===== config.mk =====
export PLATFORM = sky130hd
export DESIGN_NAME = sfq_merge_arbiter_flat
export DESIGN_NICKNAME = d
export VERILOG_FILES = /design/src/rtl/sfq_arb_pkg.sv /design/src/rtl/sfq_merge_arbiter_if.sv /design/src/rtl/sfq_rr_pick.sv /design/src/rtl/sfq_merge_arbiter.sv /design/src/flat_wrapper.sv
export SDC_FILE = /design/constraint.sdc
export NUM_CORES = 1
export LEC_CHECK = 0
export BUFFER_PORTS_ARGS = -buffer_cell sky130_fd_sc_hd__buf_2
export CAP_MARGIN = 20
export CORE_UTILIZATION = 54
export CTS_BUF_LIST = sky130_fd_sc_hd__clkbuf_8 sky130_fd_sc_hd__clkbuf_16
export CTS_CLUSTER_SIZE = 20
export DETAILED_ROUTE_END_ITERATION = 6
export GPL_TIMING_DRIVEN = 1
export HOLD_SLACK_MARGIN = 0.03
export PLACE_DENSITY = 0.74
export REMOVE_ABC_BUFFERS = 1
export SLEW_MARGIN = 20
export SYNTH_ARGS = -nofsm -noshare
export SYNTH_HDL_FRONTEND = slang
export SYNTH_HIERARCHICAL = 1
export SYNTH_SLANG_ARGS = --single-unit
export TNS_END_PERCENT = 1

===== constraint.sdc =====
create_clock -name clkin -period 5 [get_ports clkin]
set_input_delay 1.5 -clock clkin [delete_from_list [all_inputs] [get_ports clkin]]
set_output_delay 1.5 -clock clkin [all_outputs]
set_load 0.02 [all_outputs]

===== src/rtl/sfq_arb_pkg.sv =====
// Shared types and elaboration helpers for the SFQ merge arbiter family.
package sfq_arb_pkg;

  typedef enum logic [0:0] {
    IDLE = 1'b0,
    HOLD = 1'b1
  } arb_state_e;

  function automatic int src_w(input int n);
    int w;
    w = $clog2(n);
    return (w < 1) ? 1 : w;
  endfunction

  function automatic bit params_legal(input int n_req, input int gap);
    return (gap >= 1) && (n_req >= 2) && (n_req <= 16);
  endfunction

endpackage


===== src/rtl/sfq_merge_arbiter_if.sv =====
// Request/grant bundle between requesters and the shared-line arbiter.
interface sfq_merge_arbiter_if #(
  parameter int N_REQ = 4
);
  import sfq_arb_pkg::*;

  localparam int SRC_W = src_w(N_REQ);

  logic             en;
  logic [N_REQ-1:0] req_pulse;
  logic             out_pulse;
  logic [SRC_W-1:0] out_src;
  logic [N_REQ-1:0] pend_nonzero;
  logic [N_REQ-1:0] drop_pulse;
  logic             busy;

  modport master (
    output en, req_pulse,
    input  out_pulse, out_src, pend_nonzero, drop_pulse, busy
  );

  modport slave (
    input  en, req_pulse,
    output out_pulse, out_src, pend_nonzero, drop_pulse, busy
  );

endinterface


===== src/rtl/sfq_rr_pick.sv =====
// Combinational round-robin picker: first set bit of req at or after start, wrapping.
module sfq_rr_pick
  import sfq_arb_pkg::*;
#(
  parameter int N = 4,
  parameter int W = src_w(N)
) (
  input  logic [N-1:0] req,
  input  logic [W-1:0] start,
  output logic         valid,
  output logic [W-1:0] idx
);

  logic [2*N-1:0] dbl_s;
  logic [N-1:0]   rot_s;
  int             pos_s;

  // Rotate so that start lands on bit 0; scanning high-to-low leaves the nearest hit last
  always_comb begin
    dbl_s = {req, req} >> start;
    rot_s = dbl_s[N-1:0];
    valid = 1'b0;
    idx   = {W{1'b0}};
    pos_s = 0;
    for (int k = N - 1; k >= 0; k--) begin
      if (rot_s[k]) begin
        valid = 1'b1;
        pos_s = int'(start) + k;
        if (pos_s >= N) begin
          pos_s = pos_s - N;
        end else begin
          pos_s = pos_s;
        end
        idx = W'(pos_s);
      end else begin
        valid = valid;
      end
    end
  end

endmodule


===== src/rtl/sfq_merge_arbiter.sv =====
// Queues SFQ request pulses per requester and re-emits them one at a time,
// round-robin, with a fixed minimum spacing onto the shared confluence line.
module sfq_merge_arbiter
  import sfq_arb_pkg::*;
#(
  parameter int N_REQ = 4,
  parameter int CNT_W = 3,
  parameter int GAP   = 3
) (
  input  logic               clkin,
  input  logic               rst,
  sfq_merge_arbiter_if.slave bus
);

  localparam int SRC_W = src_w(N_REQ);
  localparam int GAP_W = src_w(GAP);
  localparam logic [CNT_W-1:0] CNT_ZERO = {CNT_W{1'b0}};
  localparam logic [CNT_W-1:0] CNT_ONE  = CNT_W'(1);
  localparam logic [CNT_W-1:0] CNT_MAX  = {CNT_W{1'b1}};
  localparam logic [SRC_W-1:0] SRC_ONE  = SRC_W'(1);
  localparam logic [SRC_W-1:0] LAST_IDX = SRC_W'(N_REQ - 1);
  localparam logic [GAP_W-1:0] GAP_ONE  = GAP_W'(1);
  localparam logic [GAP_W-1:0] GAP_LOAD = GAP_W'(GAP - 1);

  if (!params_legal(N_REQ, GAP)) begin : g_param_check
    $error("sfq_merge_arbiter: GAP must be >= 1 and N_REQ within 2..16");
  end

  arb_state_e       state_r, state_nxt_s;
  logic [GAP_W-1:0] gap_cnt_r, gap_cnt_nxt_s;
  logic [SRC_W-1:0] rr_ptr_r, rr_ptr_nxt_s;
  logic [CNT_W-1:0] cnt_r     [N_REQ];
  logic [CNT_W-1:0] cnt_nxt_s [N_REQ];
  logic [N_REQ-1:0] nz_s, dec_s, drop_nxt_s, pend_nxt_s;
  logic             pick_valid_s, grant_s;
  logic [SRC_W-1:0] pick_idx_s;
  logic             out_pulse_r, out_pulse_nxt_s;
  logic [SRC_W-1:0] out_src_r, out_src_nxt_s;
  logic [N_REQ-1:0] drop_r, pend_r;
  logic             busy_r;

  // Occupancy map of the registered counts; requests never bypass the counters
  always_comb begin
    nz_s = {N_REQ{1'b0}};
    for (int i = 0; i < N_REQ; i++) begin
      nz_s[i] = (cnt_r[i] != CNT_ZERO);
    end
  end

  sfq_rr_pick #(.N(N_REQ), .W(SRC_W)) u_pick (
    .req   (nz_s),
    .start (rr_ptr_r),
    .valid (pick_valid_s),
    .idx   (pick_idx_s)
  );

  assign grant_s = (state_r == IDLE) && bus.en && pick_valid_s;

  // Per-requester counter update; a coincident request and grant cancel out
  always_comb begin
    dec_s      = {N_REQ{1'b0}};
    drop_nxt_s = {N_REQ{1'b0}};
    pend_nxt_s = {N_REQ{1'b0}};
    for (int i = 0; i < N_REQ; i++) begin
      cnt_nxt_s[i] = cnt_r[i];
      dec_s[i]     = grant_s && (pick_idx_s == SRC_W'(i));
      if (bus.req_pulse[i] && !dec_s[i]) begin
        if (cnt_r[i] == CNT_MAX) begin
          drop_nxt_s[i] = 1'b1;
        end else begin
          cnt_nxt_s[i] = cnt_r[i] + CNT_ONE;
        end
      end else if (!bus.req_pulse[i] && dec_s[i]) begin
        cnt_nxt_s[i] = cnt_r[i] - CNT_ONE;
      end else begin
        cnt_nxt_s[i] = cnt_r[i];
      end
      pend_nxt_s[i] = (cnt_nxt_s[i] != CNT_ZERO);
    end
  end

  // Grant / spacing FSM: next state and next registered outputs
  always_comb begin
    state_nxt_s     = state_r;
    gap_cnt_nxt_s   = gap_cnt_r;
    rr_ptr_nxt_s    = rr_ptr_r;
    out_pulse_nxt_s = 1'b0;
    out_src_nxt_s   = out_src_r;
    case (state_r)
      IDLE: begin
        if (grant_s) begin
          out_pulse_nxt_s = 1'b1;
          out_src_nxt_s   = pick_idx_s;
          rr_ptr_nxt_s    = (pick_idx_s == LAST_IDX) ? {SRC_W{1'b0}} : (pick_idx_s + SRC_ONE);
          if (GAP > 1) begin
            gap_cnt_nxt_s = GAP_LOAD;
            state_nxt_s   = HOLD;
          end else begin
            state_nxt_s   = IDLE;
          end
        end else begin
          state_nxt_s = IDLE;
        end
      end
      HOLD: begin
        gap_cnt_nxt_s = gap_cnt_r - GAP_ONE;
        if (gap_cnt_r == GAP_ONE) begin
          state_nxt_s = IDLE;
        end else begin
          state_nxt_s = HOLD;
        end
      end
      default: begin
        state_nxt_s   = IDLE;
        gap_cnt_nxt_s = {GAP_W{1'b0}};
      end
    endcase
  end

  // FSM state register
  always_ff @(posedge clkin) begin
    if (rst) begin
      state_r   <= IDLE;
      gap_cnt_r <= {GAP_W{1'b0}};
    end else begin
      state_r   <= state_nxt_s;
      gap_cnt_r <= gap_cnt_nxt_s;
    end
  end

  // Counters, pointer and registered outputs
  always_ff @(posedge clkin) begin
    if (rst) begin
      for (int i = 0; i < N_REQ; i++) begin
        cnt_r[i] <= CNT_ZERO;
      end
      rr_ptr_r    <= {SRC_W{1'b0}};
      out_pulse_r <= 1'b0;
      out_src_r   <= {SRC_W{1'b0}};
      drop_r      <= {N_REQ{1'b0}};
      pend_r      <= {N_REQ{1'b0}};
      busy_r      <= 1'b0;
    end else begin
      for (int i = 0; i < N_REQ; i++) begin
        cnt_r[i] <= cnt_nxt_s[i];
      end
      rr_ptr_r    <= rr_ptr_nxt_s;
      out_pulse_r <= out_pulse_nxt_s;
      out_src_r   <= out_src_nxt_s;
      drop_r      <= drop_nxt_s;
      pend_r      <= pend_nxt_s;
      busy_r      <= (state_nxt_s == HOLD) || (|pend_nxt_s);
    end
  end

  assign bus.out_pulse    = out_pulse_r;
  assign bus.out_src      = out_src_r;
  assign bus.drop_pulse   = drop_r;
  assign bus.pend_nonzero = pend_r;
  assign bus.busy         = busy_r;

endmodule


===== src/flat_wrapper.sv =====
// flat-port wrapper written by rule: the top's interface ports become plain ports
module sfq_merge_arbiter_flat import sfq_arb_pkg::*;
#(
  parameter int N_REQ = 4,
  parameter int CNT_W = 3,
  parameter int GAP   = 3
)
  (clkin, rst, bus_en, bus_req_pulse, bus_out_pulse, bus_out_src, bus_pend_nonzero, bus_drop_pulse, bus_busy);
  sfq_merge_arbiter_if #(.N_REQ(N_REQ)) bus_i ();
  input  logic clkin;
  input  logic rst;
  input wire logic [$bits(bus_i.en)-1:0] bus_en;
  input wire logic [$bits(bus_i.req_pulse)-1:0] bus_req_pulse;
  output wire logic [$bits(bus_i.out_pulse)-1:0] bus_out_pulse;
  output wire logic [$bits(bus_i.out_src)-1:0] bus_out_src;
  output wire logic [$bits(bus_i.pend_nonzero)-1:0] bus_pend_nonzero;
  output wire logic [$bits(bus_i.drop_pulse)-1:0] bus_drop_pulse;
  output wire logic [$bits(bus_i.busy)-1:0] bus_busy;
  assign bus_i.en = bus_en;
  assign bus_i.req_pulse = bus_req_pulse;
  assign bus_out_pulse = bus_i.out_pulse;
  assign bus_out_src = bus_i.out_src;
  assign bus_pend_nonzero = bus_i.pend_nonzero;
  assign bus_drop_pulse = bus_i.drop_pulse;
  assign bus_busy = bus_i.busy;
  sfq_merge_arbiter #(.N_REQ(N_REQ), .CNT_W(CNT_W), .GAP(GAP)) u_core (.clkin(clkin), .rst(rst), .bus(bus_i));
endmodule

; Word level (Yosys, flattened, before mapping)
; Memories as Yosys holds them, arrays and structs flattened.
; Index checks and enable logic that the tools add are counted.
; W data, S select, Z words.
[totals]
n_memories = 1
register_bits = 17
word_cells = 132
ramBits = 12
in_bits = 7
out_inout_bits = 12
[op_classes]
magnitude_cmp = 4
n_addsub = 17
eq_ne = 9
reduce_logical = 39
mux = 41
shifts = 1
n_bitwise = 9
[mem_list]
columns = memory, depth, width, rd, rd_clocked_by_memory_dff, wr, line
row1 = u_core.cnt_r, 4, 3, 4, 0, 4, sfq_merge_arbiter.sv:32  ; logic [CNT_W-1:0] cnt_r [N_REQ];
[op_table]
columns = cell, count
row1 = $mux W3, 16
row2 = $reduce_bool A3 Y1, 8
row3 = $mux W2, 10
row4 = $logic_and A1 B1 Y1, 14
row5 = $mux W1, 13
row6 = $add A3 B1 Y3 const B, 4
row7 = $eq A3 B3 Y1 const B, 4
row8 = $sub A3 B1 Y3 const B, 4
row9 = $reduce_or A2 Y1, 5
row10 = $sub A2 B1 Y2 const B, 5
row11 = $ge A3 B3 Y1 const B, 3
row12 = $logic_not A1 Y1, 8
row13 = $shr A8 B2 Y4, 1
row14 = $add A2 B2 Y3 const B, 2
row15 = $not A1 Y1, 5
row16 = $eq A2 B1 Y1 const B, 2
row17 = $eq A2 B2 Y1 const B, 2
row18 = $or A1 B1 Y1, 4
row19 = $pmux W2 S2, 1
row20 = $reduce_or A4 Y1, 1
row21 = $add A2 B1 Y3 const B, 1
row22 = $ge A2 B3 Y1 const B, 1
row23 = $add A2 B1 Y2 const B, 1
row24 = $logic_not A2 Y1, 1
row25 = 4 further kinds, 4

; Longest topological paths before layout
; Gate-level depths: netlist of run 1.
[logic_depth]
ltp_word = 15
mapped_depth = 15
mapped_depth_nobuf = 14

; Hierarchy
; Netlist of run 1, hierarchy kept.
[by_module_without_submodules]
columns = module, area_per_inst_um2, cells_each, instances
row1 = sfq_merge_arbiter, 1770.4, 225, 1
row2 = sfq_rr_pick, 77.6, 15, 1

; Least setup slack after synthesis of run 1
; No wires, ideal clock.
[synth_timing]
path_type = input port to flip-flop
startpoint = input port bus_en
endpoint = register u_core.busy_r (netlist: u_core/bus.busy)
setup_ns = 0.138
stages = 8
arrival_time_ns = 3.017
n_path_buf = 2
required_ns = 4.862
slack_ns = 1.845
path_cell_list = buf_4 > and3b_1 > buf_4 > and2_4 > a21oi_1 > mux2_1 > a221oi_2 > a41oi_1
[synth_via]
elab_chain_cells = 9
word_cells_on_any_way = 34
cone_classes = mux: 10 / reduce/logical: 24
[synth_lines]
columns = item, line
row1 = start: declaration, flat_wrapper.sv:12  ; input wire logic [$bits(bus_i.en)-1:0] bus_en;
row2 = $logic_and A1 B1 Y1 (*) (2 in series), sfq_merge_arbiter.sv:57  ; assign grant_s = (state_r == IDLE) && bus.en && pick_valid_s;
row3 = $logic_and A1 B1 Y1, sfq_merge_arbiter.sv:66  ; dec_s[i] = grant_s && (pick_idx_s == SRC_W'(i));
row4 = $logic_and A1 B1 Y1 / $logic_not A1 Y1 (equally long branches), "sfq_merge_arbiter.sv:73, sfq_merge_arbiter.sv:67"
row5 = $mux W3 / $logic_and A1 B1 Y1 (equally long branches), "sfq_merge_arbiter.sv:73, sfq_merge_arbiter.sv:67"
row6 = $mux W3, sfq_merge_arbiter.sv:67  ; if (bus.req_pulse[i] && !dec_s[i]) begin
row7 = $reduce_bool A3 Y1, sfq_merge_arbiter.sv:78  ; pend_nxt_s[i] = (cnt_nxt_s[i] != CNT_ZERO);
row8 = $reduce_or A4 Y1, sfq_merge_arbiter.sv:152  ; busy_r <= (state_nxt_s == HOLD) || (|pend_nxt_s);
row9 = $logic_or A1 B1 Y1 (*), sfq_merge_arbiter.sv:152
row10 = end signal: assignment, sfq_merge_arbiter.sv:152
row11 = end: declaration, sfq_merge_arbiter.sv:40  ; logic busy_r;
; Every way passes the cells marked *; elsewhere a longest branch is shown, timed or not.
; A chain may end at the register's enable or synchronous reset.

==> flow_metrics.env, run 1 <==
export IMPL_fin_crit_sh=0.642
export IMPL_post_route_drc_count=0
export IMPL_fp_dieW_um=60.5
export IMPL_cts_resized_gates=0
export IMPL_hold_viol=0
export IMPL_hp_start="u_core/bus.out_src[1]"
export IMPL_path_cells="inv_1 > ha_1 > nand2b_1 > inv_1 > a221o_1 > a21oi_1 > inv_1 > ha_1 > and4b_1 > a21oi_1 > mux2i_1 > a311o_1 > a21oi_1 > a41oi_1"
export IMPL_cts_hold_buffers=0
export IMPL_p_total_mw=1.38
export IMPL_fill_cells=293
export IMPL_slowest_stage="dfxtp_1"
export IMPL_cts_tree="yes"
export IMPL_p_clk_frac=0.137
export IMPL_r2r_start="u_core/cnt_r[1][0]"
export IMPL_synth_main_ff_cell="dfxtp_1"
export IMPL_clk_path_buf_depth=2
export IMPL_r2r_end="u_core/bus.busy"
export IMPL_rsz0062_at_grt="no"
export IMPL_max_freq_mhz=311
export IMPL_worst_slew_pin_slew_ns=0.539
export IMPL_clk_pin_slew_worst_paths_ns=0.06
export IMPL_holdPathStages=2
export IMPL_io_pin_count=19
export IMPL_hp_class="reg -> reg"
export IMPL_fin_tns_setup_ns=0
export IMPL_p_sw_frac=0.462
export IMPL_reg2reg_depth=14
export IMPL_status="completed"
export IMPL_p_sw_mw=0.636
export IMPL_critPathKind="reg -> reg"
export IMPL_dpl_hpwl_um=2500
export IMPL_worstPathMaxFanout=5
export IMPL_power_leakage_nw=0.876
export IMPL_gp_congestion=0.869
export IMPL_synth_seq_cells=29
export IMPL_power_density_nw_per_um2=680
export IMPL_max_slew_margin_rel=0.641
export IMPL_synth_cell_area_um2=1850
export IMPL_grt_pass1_wl_um=5810
export IMPL_viasPerCell=5.41
export IMPL_synth_top_cell_area_share=0.314
export IMPL_netlist_instances=240
export IMPL_synth_distinct_cells=42
export IMPL_worstPathRequired_ns=5.13
export IMPL_intPower_mw=0.740
export IMPL_vias=1606
export IMPL_grt_antenna_before_repair=0
export IMPL_final_cells=297
export IMPL_path_buf_inv=3
export IMPL_r2r_slack_ns=1.79
export IMPL_portBuffers=18
export IMPL_syn_to_final_growth_pct=9.41
export IMPL_grtUsageTotal=0.216
export IMPL_antenna_cells=0
export IMPL_clock_sinks=29
export IMPL_endpoint_kind="register"
export IMPL_cts_buffers=5
export IMPL_comb_power_share=0.586
export IMPL_avgRoutedWirePerCell_um=12.0
export IMPL_wl_um=3550
export IMPL_hold_end="u_core/bus.out_src[1]"
export IMPL_power_share_sequential=0.277
export IMPL_arrival_ns=3.35
export IMPL_vdd_drop_max_mv=0.320
export IMPL_finalClockSkew_ns=0.00666
export IMPL_core_area_um2=3150
export IMPL_final_setup_viol_count=0
export IMPL_drive_gt1_frac=0.119
export IMPL_grt_start_max_net_pins=30
export IMPL_yosysTopAreaCell="dfxtp_1"
export IMPL_max_cap_violations=0
export IMPL_drv_slew=0
export IMPL_h_tree_depth=2
export IMPL_syn_avg_cell_area_um2=7.70
export IMPL_start_util=0.586
export IMPL_timing_hold_ws_ns=0.464
export IMPL_nets=277
export IMPL_synth_area_leaders="dfxtp_1, ha_1, a21oi_1, nand2_1, nor2_1"
export IMPL_clock_root_buffer="clkbuf_8"
export IMPL_synth_top_cells_by_count="dfxtp_1, nand2_1, a21oi_1, nor2_1, inv_1"
export IMPL_die_h_um=60.5
export IMPL_crit_family="compound AO/OA/AOI/OAI gates"
export IMPL_antenna_left=0
export IMPL_ys_warn_count=6
export IMPL_grt_pass1_vias=1408
export IMPL_stdcell_area_um2=2020
export IMPL_cpPeakStageDelay_ns=0.40
export IMPL_synth_edf_count=0
export IMPL_dpl_cell_count=290
export IMPL_place_area_um2=1940
export IMPL_clock_latency_ns=0.28
export IMPL_drt_iter0_drc=139
export IMPL_cts_setup_buffers=0
export IMPL_post_route_min_period_ns=3.21
export IMPL_floorplan_die_area_um2=3660
export IMPL_rows=20
export IMPL_first_pass_iters=4
export IMPL_async_flop_share=0
export IMPL_yosysSeqAreaShare=0.314
export IMPL_grt_ovfl_total=0
export IMPL_startpoint_type="register"
[kinds of logic after synthesis]
group           after synthesis  share of synthesized area
compound gates               50                      0.167
xor+xnor                      4                     0.0190
mux                           6                     0.0332
simple gates                100                      0.276
buf+inv                      34                     0.0758
flops                        29                      0.314
fa+ha+maj                    17                      0.115
[state kept, by name (all words and copies together), names as in the netlist]
signal / flops
u_core/bus.busy: 1
u_core/gap_cnt_r: 2
u_core/bus.drop_pulse: 4
u_core/rr_ptr_r: 2
u_core/state_r: 1
u_core/cnt_r: 12
u_core/bus.pend_nonzero: 4
u_core/bus.out_src: 2
u_core/bus.out_pulse: 1
[cell usage in the layout (no fill, tap or decap), types with 3 or more instances in the layout]
master / synthesis / final
nand4b_1: 5 / 5
a21oi_1: 27 / 27
nand2_1: 29 / 29
mux2i_1: 5 / 5
ha_1: 17 / 17
buf_2: 1 / 18
clkbuf_8: 0 / 6
inv_1: 22 / 23
o21ai_0: 5 / 5
nor2b_1: 3 / 3
nor3_1: 8 / 8
dfxtp_1: 29 / 29
or4_1: 4 / 4
nor4_1: 3 / 3
nand2b_1: 3 / 3
nand3_1: 6 / 6
a31oi_1: 4 / 4
xnor2_1: 4 / 4
nor2_1: 26 / 26
[how the worst max path moves through the flow]
stage	slack, ns	start	endpoint	cells past startpoint
after global placement	1.76	bus_en	u_core/bus.busy	7
after global routing	1.46	u_core/cnt_r[1][0]	u_core/bus.busy	13
after detailed placement	1.72	bus_en	u_core/bus.busy	7
after floorplan	2.06	bus_en	u_core/bus.busy	6
after CTS	1.80	u_core/cnt_r[1][0]	u_core/bus.busy	13
final	1.79	u_core/cnt_r[1][0]	u_core/bus.busy	14
[worst register-to-register path: stages (launching register included)]
cell	delay (ns)
dfxtp_1	0.40
inv_1	0.11
ha_1	0.20
nand2b_1	0.10
inv_1	0.06
a221o_1	0.31
a21oi_1	0.34
inv_1	0.11
ha_1	0.22
and4b_1	0.26
a21oi_1	0.22
mux2i_1	0.11
a311o_1	0.33
a21oi_1	0.16
a41oi_1	0.12
[area by class of cell]
cell class              instances  area (µm²)  area share
multi-input cells             177        1130       0.558
flip-flops and latches         29         581       0.287
well taps                      44        55.1      0.0272
repair buffers                 18        90.1      0.0446
clock inverters                 1        3.75     0.00186
inverters                      22        82.6      0.0408
clock buffers                   6        82.6      0.0408
[metal layers]
metal  wire, µm  up-vias  GRT usage  part of all wire
met1       1710      728      0.260              0.48
li1           -      852          -                 -
met4         57        0      0.133             0.016
met2       1670       20      0.339              0.47
met3        114        6     0.0661             0.032
met5          0        -          0                 0
[power groups by stage]
| stage | Combinational [mW] | Sequential (mW) | Clock (mW) |
|---|---|---|---|
| 2_1_floorplan | 0.611 | 0.402 | 0 |
| 6_report | 0.807 | 0.381 | 0.188 |
| 4_1_cts | 0.804 | 0.381 | 0.195 |
| 3_5_place_dp | 0.796 | 0.384 | 0 |
| 5_1_grt | 0.921 | 0.395 | 0.204 |
| 3_3_place_gp | 0.794 | 0.384 | 0 |
[stage by stage]
stage          setup WS (ns)   util
5_1_grt                 1.46  0.641
2_1_floorplan           2.06      -
3_5_place_dp            1.72  0.614
6_report                1.79  0.641
4_1_cts                 1.80  0.641
3_3_place_gp            1.76  0.614
Note: power is estimated with default switching activity, not from simulation.
==> inputs of run 2 (changes only) <==
- ABC_AREA: not set -> 1
- clock period: 5 -> 3 ns (I/O delays scaled with it)
==> flow_metrics.env, run 2 <==
export IMPL_worstPathMaxFanout=4
export IMPL_cts_buffers=5
export IMPL_fin_tns_setup_ns=0
export IMPL_viasPerCell=5.03
export IMPL_arrival_ns=2.87
export IMPL_rows=21
export IMPL_wl_um=3800
export IMPL_fin_ws_ns=0.280
export IMPL_place_ws_ns=0.127
export IMPL_synth_compound_area_frac=0.0768
export IMPL_io_pin_count=19
export IMPL_power_density_nw_per_um2=1240
export IMPL_synth_distinct_cells=28
export IMPL_critPathKind="reg -> reg"
export IMPL_grt_antenna_before_repair=0
export IMPL_synth_xor_area_frac=0.0232
export IMPL_yosysTopAreaCell="dfxtp_1"
export IMPL_drv_slew=0
export IMPL_layout_commonest_cell="nand2_1"
export IMPL_final_setup_viol_count=0
export IMPL_start_util=0.566
export IMPL_nets=322
export IMPL_regMostFlops="u_core/cnt_r"
export IMPL_dpl_hpwl_um=2880
export IMPL_max_freq_mhz=368
export IMPL_layout_common_cells="nand2_1, inv_1, nand3_1"
export IMPL_power_leakage_nw=1.14
export IMPL_first_pass_iters=4
export IMPL_p_total_mw=2.62
export IMPL_synth_simple_gate_area_frac=0.374
export IMPL_rsz0062_at_grt="no"
export IMPL_cts_tree="yes"
export IMPL_fp_dieW_um=61.2
export IMPL_clock_root_buffer="clkbuf_8"
export IMPL_utilization=0.632
export IMPL_clock_sinks=29
export IMPL_cts_hold_buffers=0
export IMPL_post_route_drc_count=0
export IMPL_finalClockSkew_ns=0.00354
export IMPL_max_cap_violations=0
export IMPL_portBuffers=18
export IMPL_synth_top_family_by_area="simple AND/OR/NAND/NOR gates"
export IMPL_drive_gt1_frac=0.171
export IMPL_clk_path_buf_depth=2
export IMPL_worst_slew_pin_slew_ns=0.478
export IMPL_antenna_left=0
export IMPL_ys_warn_count=6
export IMPL_worstPathRequired_ns=3.15
export IMPL_synth_edf_count=0
export IMPL_antenna_cells=0
export IMPL_synth_area_leaders="dfxtp_1, nand2_1, ha_1, inv_1, nand3_1"
export IMPL_grt_pass1_vias=1406
export IMPL_h_tree_depth=2
export IMPL_yosysSeqAreaShare=0.307
export IMPL_synth_most_common_cell="nand2_1"
export IMPL_status="completed"
export IMPL_synth_main_ff_cell="dfxtp_1"
export IMPL_die_h_um=61.2
export IMPL_gp_congestion=0.855
export IMPL_async_flop_share=0
export IMPL_syn_to_final_growth_pct=11.6
export IMPL_clock_latency_ns=0.28
export IMPL_netlist_instances=277
export IMPL_grt_ovfl_total=0
export IMPL_vias=1730
export IMPL_floorplan_die_area_um2=3740
export IMPL_synth_seq_cells=29
export IMPL_grtUsageTotal=0.226
export IMPL_drt_iter0_drc=119
export IMPL_largest_reg_flops=12
export IMPL_endpoint_kind="register"
export IMPL_startpoint_type="register"
export IMPL_vdd_drop_max_mv=0.649
export IMPL_synth_fa_ha_area_frac=0.113
export IMPL_syn_avg_cell_area_um2=6.82
export IMPL_max_slew_margin_rel=0.681
export IMPL_core_area_um2=3340
export IMPL_avgRoutedWirePerCell_um=11.1
export IMPL_clk_pin_slew_worst_paths_ns=0.06
export IMPL_grt_start_max_net_pins=23
export IMPL_hold_viol=0
export IMPL_synth_top_cells_by_count="nand2_1, inv_1, nand3_1, dfxtp_1, nor2_1"
export IMPL_muxShareOfSynthArea=0
export IMPL_grt_pass1_wl_um=6130
export IMPL_place_area_um2=2010
export IMPL_fin_crit_sh=0.907
export IMPL_stdcell_area_um2=2110
export IMPL_synth_cell_area_um2=1890
export IMPL_synth_top_cell_area_share=0.307
export IMPL_hp_class="reg -> reg"
export IMPL_post_route_min_period_ns=2.72
run 2: cell count changes in the layout (fill, tap and decap cells not counted), sizes merged, moves of 4 or more:
cell | previous run | this run
mux2i | 5 | 0
o21ai | 6 | 13
nand4b | 5 | 0
or4 | 4 | 0
inv | 23 | 45
nand2 | 30 | 77
nand3 | 6 | 32
a21oi | 27 | 10
run 2: worst max-delay path: stages (launching register included):
cell and delay, ns:
dfxtp_1 0.37, inv_1 0.09, ha_1 0.20, nand2_1 0.12
inv_1 0.06, nand2_2 0.09, nand3_2 0.10, nand2_2 0.07
nand3_1 0.08, nand2_1 0.07, nand2_1 0.06, nand2_2 0.14
inv_2 0.07, ha_2 0.21, nand4_1 0.17, nand2_1 0.13
nand3_1 0.11, nand2_1 0.07, nor2_2 0.11, nand3_1 0.08
nor2_1 0.13, a21oi_1 0.08
run 2: logic make-up after synthesis:
| logic type | count (synthesis) |
|---|---|
| AOI/OAI and AO/OA | 27 |
| and+or+nand+nor | 151 |
| xor gates and xnor gates | 5 |
| DFF | 29 |
| adders and majority gates | 17 |
| buffers and inverters | 48 |
run 2: area by class of cell:
cell class	count	area, µm²
inverters	44	170
clock buffers	6	82.6
well taps	46	57.6
flip-flops and latches	29	581
repair buffers	18	90.1
multi-input cells	200	1120
fillers	308	1230
clock inverters	1	3.75
run 2: worst paths after layout:
kind                                     startpoint                   to  slack [ns]  depth (start not counted)
worst min-delay path            u_core/gap_cnt_r[1]  u_core/gap_cnt_r[1]        0.47                          2
worst max register to register   u_core/cnt_r[3][0]      u_core/bus.busy        0.28                         21
worst min register to register  u_core/gap_cnt_r[1]  u_core/gap_cnt_r[1]        0.47                          2
worst max-delay path             u_core/cnt_r[3][0]      u_core/bus.busy        0.28                         21
run 2: metrics by stage:
| stage | hold WS (ns) | instances |
|---|---|---|
| detailed placement | 0.461 | 337 |
| global placement | 0.450 | 337 |
| floorplan | 0.437 | 273 |
| finish | 0.472 | 344 |
| CTS | 0.470 | 344 |
| global route | 0.499 | 344 |
run 2: metal layers:
| metal | share of wire | up-vias | global-route usage |
|---|---|---|---|
| li1 | - | 919 | - |
| met1 | 0.48 | 750 | 0.296 |
| met2 | 0.44 | 52 | 0.346 |
| met3 | 0.058 | 9 | 0.0630 |
| met4 | 0.023 | 0 | 0.0974 |
| met5 | 0 | - | 0 |
run 2: where the power goes:
group / internal (mW) / leakage (nW) / switching [mW]
clock: 0.178 / 0.0485 / 0.135
sequential: 0.514 / 0.239 / 0.108
combinational: 0.595 / 0.853 / 1.09
run 2: timing repair:
item	4_1_cts	5_1_grt
endpoints found under the setup margin	0	1
resized for setup	0	8
hold endpoints to repair	0	0
setup buffers	0	0
==> inputs of run 3 (changes only) <==
- SETUP_SLACK_MARGIN: not set -> 0.5
==> flow_metrics.env, run 3 (synthesized netlist as in run 2, its figures left out) <==
export IMPL_grt_pass1_vias=1564
export IMPL_drive_gt1_frac=0.440
export IMPL_r2r_slack_ns=0.28
export IMPL_hold_viol=0
export IMPL_max_freq_mhz=368
export IMPL_wl_um=5890
export IMPL_first_pass_iters=5
export IMPL_vias=2084
export IMPL_path_cells="clkinvlp_4 > buf_4 > o21ai_1 > nand2_2 > nand2_4 > ha_4 > nand4_1 > nand3_1 > nand2_1 > inv_2 > nand2_1 > nor2_2 > nand3_1 > nor2_2 > a21oi_1"
export IMPL_drv_slew=0
export IMPL_h_tree_depth=2
export IMPL_endpoint_kind="register"
export IMPL_holdPathStages=2
export IMPL_layout_commonest_cell="nand2_1"
export IMPL_hp_start="u_core/gap_cnt_r[1]"
export IMPL_cts_buffers=5
export IMPL_core_area_um2=3340
export IMPL_avgRoutedWirePerCell_um=15.9
export IMPL_grt_pass1_wl_um=6800
export IMPL_io_pin_count=19
export IMPL_grt_ovfl_total=0
export IMPL_timing_hold_ws_ns=0.471
export IMPL_met2_length_um=2830
export IMPL_portBuffers=18
export IMPL_m1WireLength_um=2320
export IMPL_layout_common_cells="nand2_1, inv_1, buf_4"
export IMPL_r2r_end="u_core/bus.busy"
export IMPL_startpoint_type="register"
export IMPL_cts_hold_buffers=0
export IMPL_wl_met3_um=492
export IMPL_clk_pin_slew_worst_paths_ns=0.06
export IMPL_clk_path_buf_depth=2
export IMPL_nets=349
export IMPL_clock_root_buffer="clkbuf_8"
export IMPL_final_setup_viol_count=0
export IMPL_start_util=0.566
export IMPL_fp_dieW_um=61.2
export IMPL_path_buf_inv=3
export IMPL_max_cap_violations=0
export IMPL_r2r_start="u_core/rr_ptr_r[1]"
export IMPL_routed_top_layer="met4"
export IMPL_rows=21
export IMPL_slowest_stage="dfxtp_4"
export IMPL_dpl_hpwl_um=2880
export IMPL_hold_end="u_core/gap_cnt_r[1]"
export IMPL_worst_slew_pin_slew_ns=0.429
export IMPL_hp_class="reg -> reg"
export IMPL_cts_tree="yes"
export IMPL_floorplan_die_area_um2=3740
export IMPL_fin_crit_sh=0.905
export IMPL_regMostFlops="u_core/cnt_r"
export IMPL_critPathKind="reg -> reg"
export IMPL_clock_latency_ns=0.28
export IMPL_largest_reg_flops=12
export IMPL_die_h_um=61.2
export IMPL_viasPerCell=5.62
export IMPL_drt_iter0_drc=156
export IMPL_crit_family="simple AND/OR/NAND/NOR gates"
export IMPL_finalClockSkew_ns=0.00639
export IMPL_rsz0062_at_grt="yes"
export IMPL_post_route_min_period_ns=2.72
export IMPL_clock_sinks=29
export IMPL_gp_congestion=0.855
export IMPL_cpPeakStageDelay_ns=0.44
export IMPL_antenna_cells=0
export IMPL_post_route_drc_count=0
export IMPL_worstPathMaxFanout=7
export IMPL_grt_start_max_net_pins=23
export IMPL_worstPathRequired_ns=3.15
export IMPL_fin_tns_setup_ns=0
export IMPL_grt_antenna_before_repair=0
export IMPL_status="completed"
export IMPL_reg2reg_depth=15
export IMPL_syn_to_final_growth_pct=40.6
export IMPL_max_slew_margin_rel=0.714
export IMPL_arrival_ns=2.87
export IMPL_grtUsageTotal=0.250
export IMPL_antenna_left=0
run 3: cell types whose count changed in the layout (fill, tap and decap cells not counted), sizes merged:
cell      before  now
buf           18   44
clkinvlp       0    1
inv           45   44
nor2          28   29
run 3: how the worst max path moves through the flow:
stage                     slack (ns)               to  cells past startpoint               start
final                           0.28  u_core/bus.busy                     15  u_core/rr_ptr_r[1]
after global routing            0.21  u_core/bus.busy                     15  u_core/rr_ptr_r[1]
after CTS                       0.50  u_core/bus.busy                     21  u_core/cnt_r[2][0]
after detailed placement        0.13  u_core/bus.busy                     21  u_core/cnt_r[3][0]
after global placement          0.12  u_core/bus.busy                     21  u_core/cnt_r[3][0]
after floorplan                 0.64  u_core/bus.busy                     21  u_core/cnt_r[3][0]
run 3: routing by layer:
metal / vias to the layer above / track usage
met3: 33 / 0.0693
li1: 982 / -
met1: 951 / 0.308
met5: - / 0
met2: 118 / 0.405
met4: 0 / 0.117
run 3: repair_timing:
item                       CTS  global route
buffers inserted            10            16
cloned                       0             1
setup endpoints to repair    5             8
pin swaps                   16            35
gates resized for setup     45            67
run 3: worst reg2reg max path, delay by kind of cell (launching register included):
kind            cells  cell delay [ns]
compound gates      2             0.31
fa+ha+maj           1             0.15
buf+inv             3             0.51
flops               1             0.44
simple gates        9             1.17
run 3: cell type report:
type                       count  area, µm²
multi-input combinational    201       1430
fill                         223        681
sequential                    29        602
timing repair buffer          44        289
inverter                      44        196
clock buffer                   6       82.6
tap                           46       57.6
clock inverter                 1       3.75
run 3: per-stage QoR:
| stage | setup WS [ns] | cells | util | instance area [µm²] |
|---|---|---|---|---|
| floorplan | 0.639 | 273 | - | 1860 |
| global placement | 0.123 | 337 | 0.601 | 2010 |
| detailed placement | 0.127 | 337 | 0.601 | 2010 |
| CTS | 0.503 | 354 | 0.682 | 2280 |
| global route | 0.213 | 371 | 0.796 | 2660 |
| finish | 0.284 | 371 | 0.796 | 2660 |
Power of run 3 is left out: the tool's default activity adds up to more than one toggle a clock period on the data nets, which glitch-free logic cannot reach.
